## config.mk

```make
export PLATFORM = sky130hd
export DESIGN_NAME = rx_frame_parser
export DESIGN_NICKNAME = d
export VERILOG_FILES = /design/src/rtl/rx_frame_pkg.sv /design/src/rtl/sync_fifo.sv /design/src/rtl/rx_frame_parser.sv
export SDC_FILE = /design/constraint.sdc
export NUM_CORES = 1
export LEC_CHECK = 0
export BUFFER_PORTS_ARGS = -buffer_cell sky130_fd_sc_hd__buf_2
export CAP_MARGIN = 10
export CORE_UTILIZATION = 45
export DETAILED_ROUTE_END_ITERATION = 10
export SLEW_MARGIN = 20
export SYNTH_ARGS = -nofsm -noshare
export SYNTH_HDL_FRONTEND = slang
export SYNTH_SLANG_ARGS = --single-unit
```

## constraint.sdc

```tcl
create_clock -name clk -period 10 [get_ports clk]
set_clock_uncertainty 0.1 [all_clocks]
set_input_delay 0.5 -clock clk [delete_from_list [all_inputs] [get_ports clk]]
set_output_delay 0.5 -clock clk [all_outputs]
set_load 0.005 [all_outputs]
```

## src/rtl/rx_frame_pkg.sv

```systemverilog
// rtl/rx_frame_pkg.sv - shared symbol codes, FSM states and error-cause bits for the RX frame parser
package rx_frame_pkg;

    localparam logic [8:0] SYM_SOF = 9'h13C;
    localparam logic [8:0] SYM_EOF = 9'h1BC;

    typedef enum logic [1:0] {
        ST_IDLE = 2'd0,
        ST_RECV = 2'd1,
        ST_DROP = 2'd2
    } state_e;

    localparam int ERR_CODE  = 0;
    localparam int ERR_DISP  = 1;
    localparam int ERR_OVF   = 2;
    localparam int ERR_LEN   = 3;
    localparam int ERR_PROTO = 4;
    localparam int ERR_CHK   = 5;
    localparam int ERR_W     = 6;

endpackage

```

## src/rtl/sync_fifo.sv

```systemverilog
// rtl/sync_fifo.sv - single-clock first-word fall-through FIFO with exact occupancy
module sync_fifo #(
    parameter int WIDTH = 8,
    parameter int DEPTH = 16,
    localparam int AW   = $clog2(DEPTH)
) (
    input  logic             clk,
    input  logic             rst_n,
    input  logic             wr_en,
    input  logic [WIDTH-1:0] wr_data,
    input  logic             rd_en,
    output logic [WIDTH-1:0] rd_data,
    output logic             full,
    output logic             empty,
    output logic [AW:0]      level
);

    logic [WIDTH-1:0] mem_q [DEPTH];
    logic [AW-1:0]    wr_ptr_q;
    logic [AW-1:0]    rd_ptr_q;
    logic [AW:0]      level_q;
    logic             rd_fire;
    logic             wr_fire;

    assign empty   = (level_q == '0);
    assign full    = (level_q == (AW+1)'(DEPTH));
    assign rd_fire = rd_en & ~empty;
    // A pop in the same cycle frees a slot, so a full FIFO still accepts the push.
    assign wr_fire = wr_en & (~full | rd_fire);
    assign rd_data = empty ? '0 : mem_q[rd_ptr_q];
    assign level   = level_q;

    always_ff @(posedge clk) begin
        if (wr_fire) begin
            mem_q[wr_ptr_q] <= wr_data;
        end
    end

    always_ff @(posedge clk or negedge rst_n) begin
        if (!rst_n) begin
            wr_ptr_q <= '0;
            rd_ptr_q <= '0;
            level_q  <= '0;
        end else begin
            if (wr_fire) wr_ptr_q <= wr_ptr_q + 1'b1;
            if (rd_fire) rd_ptr_q <= rd_ptr_q + 1'b1;
            case ({wr_fire, rd_fire})
                2'b10:   level_q <= level_q + 1'b1;
                2'b01:   level_q <= level_q - 1'b1;
                default: level_q <= level_q;
            endcase
        end
    end

endmodule

```

## src/rtl/rx_frame_parser.sv

```systemverilog
// rtl/rx_frame_parser.sv - SOF/EOF frame delimiter feeding a payload FIFO with per-frame status
// Optional XOR checksum check and chk_err output when RX_FRAME_CHK_EN is defined.
module rx_frame_parser
    import rx_frame_pkg::*;
#(
    parameter int FIFO_DEPTH = 16,
    parameter int MAX_LEN    = 64
) (
    input  logic                        clk,
    input  logic                        reset_n,
    input  logic [8:0]                  sym_in,
    input  logic                        sym_valid,
    input  logic                        code_err,
    input  logic                        disp_err,
    output logic [7:0]                  m_data,
    output logic                        m_valid,
    input  logic                        m_ready,
    output logic                        frame_done,
    output logic                        frame_ok,
    output logic [7:0]                  frame_len,
    output logic [$clog2(FIFO_DEPTH):0] fifo_level
`ifdef RX_FRAME_CHK_EN
    ,
    output logic                        chk_err
`endif
);

    localparam logic [7:0] MAX_LEN_L = 8'(MAX_LEN);

    state_e           state_q, state_d;
    logic [7:0]       cnt_q, cnt_d;
    logic [ERR_W-1:0] err_q, err_d;
    logic             done_q, done_d;
    logic             ok_q, ok_d;
    logic [7:0]       len_q, len_d;
    logic             push;
    logic             fifo_full;
    logic             fifo_empty;
    logic             room;
    logic             sym_bad;
    logic             is_sof;
    logic             is_eof;
`ifdef RX_FRAME_CHK_EN
    logic [7:0]       xor_q, xor_d;
    logic             chk_q, chk_d;
`endif

    // Delimiters only count when the symbol itself decoded cleanly.
    assign sym_bad = code_err | disp_err;
    assign is_sof  = ~sym_bad & (sym_in == SYM_SOF);
    assign is_eof  = ~sym_bad & (sym_in == SYM_EOF);
    assign room    = ~fifo_full | (m_ready & ~fifo_empty);

    always_comb begin
        state_d = state_q;
        cnt_d   = cnt_q;
        err_d   = err_q;
        done_d  = 1'b0;
        ok_d    = ok_q;
        len_d   = len_q;
        push    = 1'b0;
`ifdef RX_FRAME_CHK_EN
        xor_d   = xor_q;
        chk_d   = 1'b0;
`endif
        if (sym_valid) begin
            case (state_q)
                ST_IDLE: begin
                    if (is_sof) begin
                        state_d = ST_RECV;
                        cnt_d   = '0;
                        err_d   = '0;
`ifdef RX_FRAME_CHK_EN
                        xor_d   = '0;
`endif
                    end
                end
                ST_RECV: begin
                    if (sym_bad) begin
                        err_d[ERR_CODE] = err_q[ERR_CODE] | code_err;
                        err_d[ERR_DISP] = err_q[ERR_DISP] | disp_err;
                        state_d = ST_DROP;
                    end else if (is_eof) begin
                        done_d  = 1'b1;
                        len_d   = cnt_q;
                        state_d = ST_IDLE;
`ifdef RX_FRAME_CHK_EN
                        err_d[ERR_CHK] = |xor_q;
                        chk_d   = |xor_q;
                        ok_d    = (err_q == '0) && (xor_q == '0);
`else
                        ok_d    = (err_q == '0);
`endif
                    end else if (is_sof) begin
                        done_d  = 1'b1;
                        ok_d    = 1'b0;
                        len_d   = cnt_q;
                        cnt_d   = '0;
                        err_d   = '0;
`ifdef RX_FRAME_CHK_EN
                        xor_d   = '0;
`endif
                    end else if (sym_in[8]) begin
                        err_d[ERR_PROTO] = 1'b1;
                        state_d = ST_DROP;
                    end else if (cnt_q == MAX_LEN_L) begin
                        err_d[ERR_LEN] = 1'b1;
                        state_d = ST_DROP;
                    end else if (!room) begin
                        err_d[ERR_OVF] = 1'b1;
                        state_d = ST_DROP;
                    end else begin
                        push  = 1'b1;
                        cnt_d = cnt_q + 8'd1;
`ifdef RX_FRAME_CHK_EN
                        xor_d = xor_q ^ sym_in[7:0];
`endif
                    end
                end
                ST_DROP: begin
                    if (is_eof || is_sof) begin
                        done_d  = 1'b1;
                        ok_d    = 1'b0;
                        len_d   = cnt_q;
                        state_d = is_sof ? ST_RECV : ST_IDLE;
                        cnt_d   = '0;
                        err_d   = '0;
`ifdef RX_FRAME_CHK_EN
                        xor_d   = '0;
`endif
                    end
                end
                default: state_d = ST_IDLE;
            endcase
        end
    end

    always_ff @(posedge clk or negedge reset_n) begin
        if (!reset_n) begin
            state_q <= ST_IDLE;
            cnt_q   <= '0;
            err_q   <= '0;
            done_q  <= 1'b0;
            ok_q    <= 1'b0;
            len_q   <= '0;
`ifdef RX_FRAME_CHK_EN
            xor_q   <= '0;
            chk_q   <= 1'b0;
`endif
        end else begin
            state_q <= state_d;
            cnt_q   <= cnt_d;
            err_q   <= err_d;
            done_q  <= done_d;
            ok_q    <= ok_d;
            len_q   <= len_d;
`ifdef RX_FRAME_CHK_EN
            xor_q   <= xor_d;
            chk_q   <= chk_d;
`endif
        end
    end

    sync_fifo #(
        .WIDTH (8),
        .DEPTH (FIFO_DEPTH)
    ) u_fifo (
        .clk     (clk),
        .rst_n   (reset_n),
        .wr_en   (push),
        .wr_data (sym_in[7:0]),
        .rd_en   (m_ready),
        .rd_data (m_data),
        .full    (fifo_full),
        .empty   (fifo_empty),
        .level   (fifo_level)
    );

    assign m_valid    = ~fifo_empty;
    assign frame_done = done_q;
    assign frame_ok   = ok_q;
    assign frame_len  = len_q;
`ifdef RX_FRAME_CHK_EN
    assign chk_err    = chk_q;
`endif

endmodule

```

==> summary.md <==
| Metric | Value |
|---|---|
| CTS resizes | 0 |
| Area leader, netlist | edfxtp_1 |
| Vias in the first global route | just under 4000 |
| Finished Cell Area | about 8300 µm² |
| Relative slew slack | 0.4350 |
| Largest net degree at the start of global routing | 39 |
| Status | completed |
| Num CTS Buffers | 17 |
| Hold_buf cts | 0 |
| Slew Limit Fails | 0 |
| Post-synth EDFFs | about 130 |
| Final Cycle Share | 0.3593 |
| Final TNS setup | 0 ns |
| PD cells | 260.0 nW/µm² |
| Placed Instance Area | ~7600 µm² |
| Area delta synth->final | 14.85% |
| CP dominant cell by count | ha_1 |
| WP buf/inv | 3 |
| Cells after Synth | 418 |
| Vias | 3880 |
| CTS sink count | 166 |
| Worst setup margin | roughly 6.4 ns |
| Critical path's top delay family | compound AO/OA/AOI/OAI gates |
| Inserted Diodes | 0 |
| Max Cap Viol | 0 |
| Most frequent cells in the layout | edfxtp_1 (128), mux4_2 (40), buf_2 (38), dfrtp_1 (37), clkbuf_16 (17) |
| Yosys cell types | 60 |
| Xor/xnor share of the synthesized area | 0.01461 |
| CTS tree | yes |
| Seq/Total Area, Yosys | 0.6663 |
| Row cnt | 45 |
| Largest family of logic cells by synthesized area | multiplexers |
| Final global-route overflow total | 0 |
| PortBufs | 38 |
| Pleak | a little under 3 nW |
| GPL Wtd Cong | a little under 0.8 |
| Critical Path RT | 10.24 ns |
| CP Cell Sequence | inv_1 -> ha_1 -> nor4b_1 -> a31o_2 -> nor4_1 -> buf_4 -> inv_1 -> ha_1 -> xor2_1 -> ha_1 -> o21a_1 -> o22a_1 -> a21oi_1 -> mux2i_1 -> xnor2_1 |
| H-tree Lvls | 4 |
| Final wirelength | ~15000 µm |
| Mean number of vias per cell | about 5.6 |
| Fin crit period | between 3 and 4 ns |
| VDD IR max | between 0.00015 and 0.0002 V |
| Final net count | 494 |
| Number of synthesis warnings | 0 |
| CP peak stage delay | around 0.45 ns |
| Hold Slack | 0.08295 ns |
| WL/cell | roughly 21 µm |
| Synth Area in Compound Gates | 0.04817 |
| Antenna violations before repair | 0 |
| Syn Std Cell Area | around 7200 µm² |
| Adder-Cell Fraction of Synth Area | 0.02608 |
| First drt pass iteration count | 7 |
| Fmax | 278.4 MHz |
| Synth area leaders | edfxtp_1 (53%), dfrtp_1 (13%), mux4_2 (13%) |
| RSZ-0062 raised after global routing | no |
| Multiplexer share of the synthesized area | 0.1438 |
| Die W | roughly 130 µm |
| Crit path capture type | register |
| Data arrival time at the worst-slack endpoint | between 3 and 4 ns |
| Post-Synth Simple-Gate Area | 0.08016 |
| CTS root buffer | clkbuf_16 |
| Critical setup path kind | register to register |
| Setup WS pre-CTS | a little over 6 ns |
| Crit Path Max Fanout | 12 |
| Top cell type's share of synthesized area | 0.5342 |
| I/O pin count | 39 |
| HP Class | input port to asynchronous set/reset pin |
| #FFs+latches synth | between 150 and 200 |
| Slew @ Worst Pin | around 0.85 ns |
| Initial Util | 0.4664 |
| Commonest non-fill, non-tap cell in the layout | edfxtp_1 |
| DRC | 0 |
| Utilization after layout | 0.5357 |
| Final hold vios | 0 |
| Share of layout cells above drive strength 1 | 0.2977 |
| Area of the core | approximately 15000 µm² |
| Syn nets | about 450 |
| # Post-CTS Setup Buffers | 0 |
| DP Wirelength | 9225 µm |
| Async set-or-reset flop fraction in the synthesized netlist | 0.2289 |
| Slowest CP cell | dfrtp_1 |
| CP Launch Point | cnt_q[0] |
| Iteration-0 DRC Markers | 392 |
| # setup viols final | 0 |
| Startpoint Class | register |
| Worst-Skew Late Latency | approximately 0.42 ns |
| Worst reg2reg startpoint | cnt_q[0] |
| Clk buf depth | 2 |
| Die Y | roughly 130 µm |
| Ys flop type | edfxtp_1 |
| First-pass GRT wire length | 23040 µm |
| Avg Inst Size Synth | approximately 17 µm² |
| GRT Overall Usage | 0.1973 |
| Die area | approximately 16000 µm² |
| ANT nets after route | 0 |
| Clock-pin transition on the worst setup and hold timing paths | 0.06 ns |
## where the power goes
part           internal [W]  switching, W
Sequential         0.000791     0.0000951
Combinational      0.000312      0.000264
Clock              0.000419      0.000268
Total               0.00152      0.000628
## synth_stat cells, drive strengths merged, types with 2 or more instances
master,count
a21oi,11
or2,2
edfxtp,128
a31oi,6
mux4,40
inv,14
o21ai,11
clkbuf,14
buf,8
nand4,4
or4,6
nand3,7
o31ai,6
mux2,11
and4,4
nand2b,2
nor3,6
nor2b,10
nor2,13
xor2,5
dfrtp,38
nor3b,9
nand4b,2
o32ai,2
nand2,8
o41ai,2
nor4,2
o21a,3
xnor2,7
and3,7
ha,15
## state kept, by name (all words and copies together), names as in the netlist, 2 cells and up
signal           count
u_fifo.mem_q       128
cnt_q                8
frame_len            8
err_q                5
u_fifo.level         5
u_fifo.rd_ptr_q      4
u_fifo.wr_ptr_q      4
state_q              2
## stage by stage
stage                     total power (W)  std cells
after floorplan                  0.001314        418
after global placement           0.001475        656
after detailed placement         0.001482        656
after CTS                        0.002168        688
after global routing             0.002258        688
final                            0.002149        688
## layer usage
metal | vias up | GRT usage | part of all wire
li1 | 1760 | - | -
met5 | - | 0 | 0
met1 | 2008 | 0.2624 | 0.45
met2 | 100 | 0.3145 | 0.48
met3 | 12 | 0.05031 | 0.052
met4 | 0 | 0.07405 | 0.013
## area by class of cell
class	instances	area, µm²
flip-flops and latches	166	4796
inverters	14	52.55
fillers	1258	7163
multi-input cells	216	2251
well taps	211	264.0
repair buffers	49	272.8
clock buffers	17	425.4
clock inverters	15	202.7
## kinds of logic (layout without fill, tap and decap cells)
| group | after synthesis | in the layout |
|---|---|---|
| AOI/OAI and AO/OA | 49 | 49 |
| and+or+nand+nor | 88 | 88 |
| DFF | 166 | 166 |
| xor gates and xnor gates | 12 | 12 |
| muxes | 52 | 52 |
| adders and majority gates | 15 | 15 |
| buffers and inverters | 36 | 95 |
## worst paths after layout
kind,to,slack (ns),depth (start not counted)
worst max-delay path,u_fifo.level[4],6.41,15
worst min-delay path,frame_len[3],0.08,1
worst max register to register,u_fifo.level[4],6.41,15
worst min register to register,err_q[0],0.40,2
max in group asynchronous,u_fifo.rd_ptr_q[0],9.13,1
min in group clk,err_q[0],0.28,3
## worst reg2reg max path, stage by stage (launching register included)
cell and delay, ns:
dfrtp_1 0.45, inv_1 0.09, ha_1 0.13, nor4b_1 0.46, a31o_2 0.31, nor4_1 0.07, buf_4 0.20, inv_1 0.11
ha_1 0.37, xor2_1 0.12, ha_1 0.23, o21a_1 0.17, o22a_1 0.18, a21oi_1 0.16, mux2i_1 0.23, xnor2_1 0.14
No activity file was read; power rests on OpenSTA's default activity.
